## src/rtl/seq_restoring_divider.sv

```systemverilog
// rtl/seq_restoring_divider.sv - sequential restoring divider, one quotient bit per clock
module seq_restoring_divider #(
    parameter int DIVIDEND_W = 8,
    parameter int DIVISOR_W  = 4
) (
    input  logic                  clk,
    input  logic                  rst_n,
    input  logic                  start,
    input  logic [DIVIDEND_W-1:0] dividend,
    input  logic [DIVISOR_W-1:0]  divisor,
    output logic                  busy,
    output logic                  done,
    output logic [DIVIDEND_W-1:0] quotient,
    output logic [DIVISOR_W-1:0]  remainder,
    output logic                  div_by_zero
);

    localparam int CNT_W = $clog2(DIVIDEND_W);

    typedef enum logic [1:0] {
        IDLE = 2'd0,
        RUN  = 2'd1,
        DONE = 2'd2
    } state_t;

    state_t                 state_q, state_d;
    logic [CNT_W-1:0]       cnt_q, cnt_d;
    logic [DIVIDEND_W-1:0]  dvd_q, dvd_d;
    logic [DIVISOR_W-1:0]   dsr_q, dsr_d;
    // The partial remainder is always below the divisor, so its top bit is
    // constant zero and only the low DIVISOR_W bits are stored.
    logic [DIVISOR_W-1:0]   p_q, p_d;
    logic [DIVIDEND_W-1:0]  quo_q, quo_d;
    logic [DIVISOR_W-1:0]   rem_q, rem_d;
    logic                   dbz_q, dbz_d;

    logic [DIVISOR_W:0]     trial;
    logic                   fits;

    assign trial = {p_q, dvd_q[DIVIDEND_W-1]};
    assign fits  = (trial >= {1'b0, dsr_q});

    always_comb begin
        state_d = state_q;
        cnt_d   = cnt_q;
        dvd_d   = dvd_q;
        dsr_d   = dsr_q;
        p_d     = p_q;
        quo_d   = quo_q;
        rem_d   = rem_q;
        dbz_d   = dbz_q;
        case (state_q)
            IDLE: begin
                if (start) begin
                    dvd_d = dividend;
                    dsr_d = divisor;
                    p_d   = '0;
                    cnt_d = '0;
                    rem_d = '0;
                    if (divisor == '0) begin
                        quo_d   = '1;
                        dbz_d   = 1'b1;
                        state_d = DONE;
                    end else begin
                        quo_d   = '0;
                        dbz_d   = 1'b0;
                        state_d = RUN;
                    end
                end
            end
            RUN: begin
                dvd_d = {dvd_q[DIVIDEND_W-2:0], 1'b0};
                quo_d = {quo_q[DIVIDEND_W-2:0], fits};
                // trial < 2*divisor, so the low bits of the difference are exact
                p_d   = fits ? (trial[DIVISOR_W-1:0] - dsr_q) : trial[DIVISOR_W-1:0];
                cnt_d = cnt_q + 1'b1;
                if (cnt_q == CNT_W'(DIVIDEND_W - 1)) begin
                    rem_d   = p_d;
                    state_d = DONE;
                end
            end
            DONE: begin
                state_d = IDLE;
            end
            default: begin
                state_d = IDLE;
            end
        endcase
    end

    always_ff @(posedge clk or negedge rst_n) begin
        if (!rst_n) begin
            state_q <= IDLE;
            cnt_q   <= '0;
            dvd_q   <= '0;
            dsr_q   <= '0;
            p_q     <= '0;
            quo_q   <= '0;
            rem_q   <= '0;
            dbz_q   <= 1'b0;
        end else begin
            state_q <= state_d;
            cnt_q   <= cnt_d;
            dvd_q   <= dvd_d;
            dsr_q   <= dsr_d;
            p_q     <= p_d;
            quo_q   <= quo_d;
            rem_q   <= rem_d;
            dbz_q   <= dbz_d;
        end
    end

    assign busy        = (state_q == RUN);
    assign done        = (state_q == DONE);
    assign quotient    = quo_q;
    assign remainder   = rem_q;
    assign div_by_zero = dbz_q;

endmodule
```

## config.mk

```make
export PLATFORM = sky130hd
export DESIGN_NAME = seq_restoring_divider
export DESIGN_NICKNAME = d
export VERILOG_FILES = /design/src/rtl/seq_restoring_divider.sv
export SDC_FILE = /design/constraint.sdc
export NUM_CORES = 1
export LEC_CHECK = 0
export ABC_AREA = 1
export CAP_MARGIN = 5
export CORE_AREA = 5 5 89 75
export DETAILED_ROUTE_END_ITERATION = 10
export DIE_AREA = 0 0 94 80
export MAX_ROUTING_LAYER = met4
export SETUP_SLACK_MARGIN = 0.1
export SLEW_MARGIN = 25
export SYNTH_ARGS = -nofsm -noshare
export SYNTH_HDL_FRONTEND = slang
export SYNTH_SLANG_ARGS = --single-unit
```

## constraint.sdc

```tcl
create_clock -name clk -period 1.63 [get_ports clk]
set_input_delay 0.326 -clock clk [delete_from_list [all_inputs] [get_ports clk]]
set_output_delay 0.326 -clock clk [all_outputs]
set_load 0.01 [all_outputs]
```

==> run_results.csv <==
group,metric,value,unit
cells_and_area,nets,250,
timing,finalSetupTns,0,ps
clocking,clkLatencyLatePin,280,ps
synth,synth.top_cells.by_area,"dfrtp_1, nand2_1, inv_1",
setup_path,worstPathArrival,1630,ps
timing,worst_pin_slew,400,ps
power_and_ir_drop,ir_worst_vdd,0.918,mV
clocking,cts_max_level,2,
routing,routedWlPerCell,11.8,µm
clocking,cts_hold_buf,0,
timing,max_freq,682,MHz
synth,ys_async_sr_fraction,100,%
cells_and_area,finalNonFillerCells,310,
timing,skew,6.28,ps
timing,rsz0062_at_grt,"yes",
cells_and_area,final_layout_size_suffix_gt1_share,16.2,%
routing,wl,3650,µm
clocking,clock_sinks,34,
global_route,antenna_found_initial,0,
clocking,ctsRootBufferMaster,"clkbuf_8",
die,core.rowCount,25,
synth,synth.net_count,212,
placed_design,placed_cell_area,0.00208,mm²
setup_path,worstSetupPathType,"flop to flop",
setup_path,required,1800,ps
global_route,grt_overflow_total,0,
timing,finalWorstSetupSlack,165,ps
synth,synth_seq_area_share,51.5,%
outcome,status,"finished, final reports clean",
placed_design,dp_cells,301,
cells_and_area,area.growth.synth_to_final,38.2,%
power_and_ir_drop,p_leak,1.24,nW
timing,fin_crit,1470,ps
routing,drc,0,
timing,min_period_over_period,89.9,%
clocking,cts_tree,"built",
cells_and_area,design_area,0.00228,mm²
routing,drt-initial-drc-count,102,
cells_and_area,utilization,40.1,%
die,die_h,80,µm
die,die_area,0.00752,mm²
die,ios,30,
clocking,clk_path_buf_depth,2,
timing,hold_violations,0,
cells_and_area,n_antenna_cell,0,
routing,vias,1350,
synth,synth.avg_cell_area,8.69,µm²
synth,yosysTopAreaCell,"dfrtp_1",
die,core,0.00569,mm²
synth,netlist_instances,190,
job,max_cap_violations,0,
routing,dr.pass1.iters,4,
global_route,grt_pass1_vias,1321,
setup_path,worst_setup_path_end_kind,"flop",
synth,synth_edf_count,0,
placed_design,numPortBuffers,29,
global_route,grtUsageTotal,10.7,%
worst_hold_path,hp-class,"primary input to asynchronous set/reset pin",
global_route,grt_pass1_wl,6080,µm
synth,synth-seq-cells,34,
timing,slew_headroom,73.3,%
synth,synth_ff_type,"dfrtp_1",
die,fp.dieW,94,µm
clocking,clkTransAtPathRegs,70,ps
placed_design,gp_congestion,0.823,
placed_design,hpwl,2590,µm
synth,synthDistinctLibCells,24,
global_route,grt_max_degree,35,
timing,drv_slew,0,
die,start_util,29.0,%
clocking,numCtsBuffers,5,
synth,ys_warn_count,0,
synth,synth_common_cells,"nand2_1, dfrtp_1, inv_1, nand3_1, o21ai_0",
placed_design,pre_cts_ws,72.3,ps
routing,antenna_left,0,
setup_path,worstSetupStartpointType,"flop",
setup_path,cp_max_fo,3,
power_and_ir_drop,p_per_area,2180,mW/mm²
routing,routed_via_density,4.35,
synth,synth.most_common_cell,"nand2_1",
synth,netlist_area,0.00165,mm²
timing,setup_viol,0,
synth,synth_top_area_share,51.5,%
-- area by class of cell --
type                       count  area (µm²)
sequential                    34         851
multi-input combinational    121         716
timing repair buffer          38         403
clock buffer                   7        76.3
inverter                      28         105
fill                         601        3410
clock inverter                 1        30.0
tap                           81         101
-- kinds of logic (layout without fill, tap and decap cells) --
logic type	after synthesis	in the layout	synth area share (%)
adders and majority gates	7	7	5.76
buffers and inverters	35	74	9.24
and+or+nand+nor	84	84	21.9
xor gates and xnor gates	1	1	0.530
AOI/OAI and AO/OA	29	29	11.1
DFF	34	34	51.5
-- critical path, stage by stage (launching register included) --
cell     delay, ps
dfrtp_1        410
ha_4           180
fa_2           360
xor2_2         170
nand2_2         70
nand4_1         90
nand2_1         60
-- final timing paths --
kind | depth (start not counted) | endpoint | slack (ps) | startpoint
setup / recovery | 6 | remainder[2]$_DFFE_PN0P_ | 160 | dsr_q[0]$_DFFE_PN0P_
hold / removal | 2 | dvd_q[2]$_DFFE_PN0P_ | 410 | rst_n
setup reg to reg | 6 | remainder[2]$_DFFE_PN0P_ | 160 | dsr_q[0]$_DFFE_PN0P_
hold reg to reg | 2 | remainder[0]$_DFFE_PN0P_ | 480 | remainder[0]$_DFFE_PN0P_
max in group asynchronous | 2 | remainder[1]$_DFFE_PN0P_ | 1040 | rst_n
min in group clk | 2 | remainder[0]$_DFFE_PN0P_ | 480 | remainder[0]$_DFFE_PN0P_
-- sequential cells by signal, summed over array words and instances, names as in the netlist --
register	cells
dvd_q	8
cnt_q	3
dsr_q	4
div_by_zero	1
state_q	2
p_q	4
remainder	4
quotient	8
-- where the power goes --
group | switching, mW | internal (mW) | leakage (nW)
logic | 1.55 | 1.23 | 0.757
clock network | 0.295 | 0.457 | 0.0524
registers | 0.209 | 1.23 | 0.428
total | 2.06 | 2.92 | 1.24
-- layer usage --
metal	track usage, %	up-vias	share of wire, %
met5	-	-	0
met2	16.7	26	46
li1	-	692	-
met3	2.64	8	3.7
met4	4.76	0	1.6
met1	13.2	624	48
-- placed cells by master (no fill, tap or decap), types with 2 or more instances in the layout --
cell type / instances
nand2_1: 49
dfrtp_1: 34
inv_1: 24
nand3_1: 16
o21ai_0: 14
clkdlybuf4s50_1: 14
nand2_2: 8
o211ai_1: 7
dlymetal6s2s_1: 7
dlygate4sd2_1: 7
nand4_1: 5
clkbuf_8: 5
buf_4: 5
inv_2: 4
nor2_1: 3
ha_4: 3
ha_1: 3
buf_12: 3
a22o_1: 2
o21ai_1: 2
clkbuf_1: 2
-- repair_timing --
item | CTS | global route
setup endpoints to repair | 20 | 23
buffers inserted | 0 | 1
resized for setup | 12 | 26
pin swaps | 0 | 4
-- per-stage QoR --
stage               power, mW  hold slack [ps]
detailed placement       3.93              475
floorplan                3.14             30.4
CTS                      4.74              411
global placement         3.91              469
global route             5.45              420
finish                   4.97              407
Note: power is estimated with default switching activity, not from simulation.
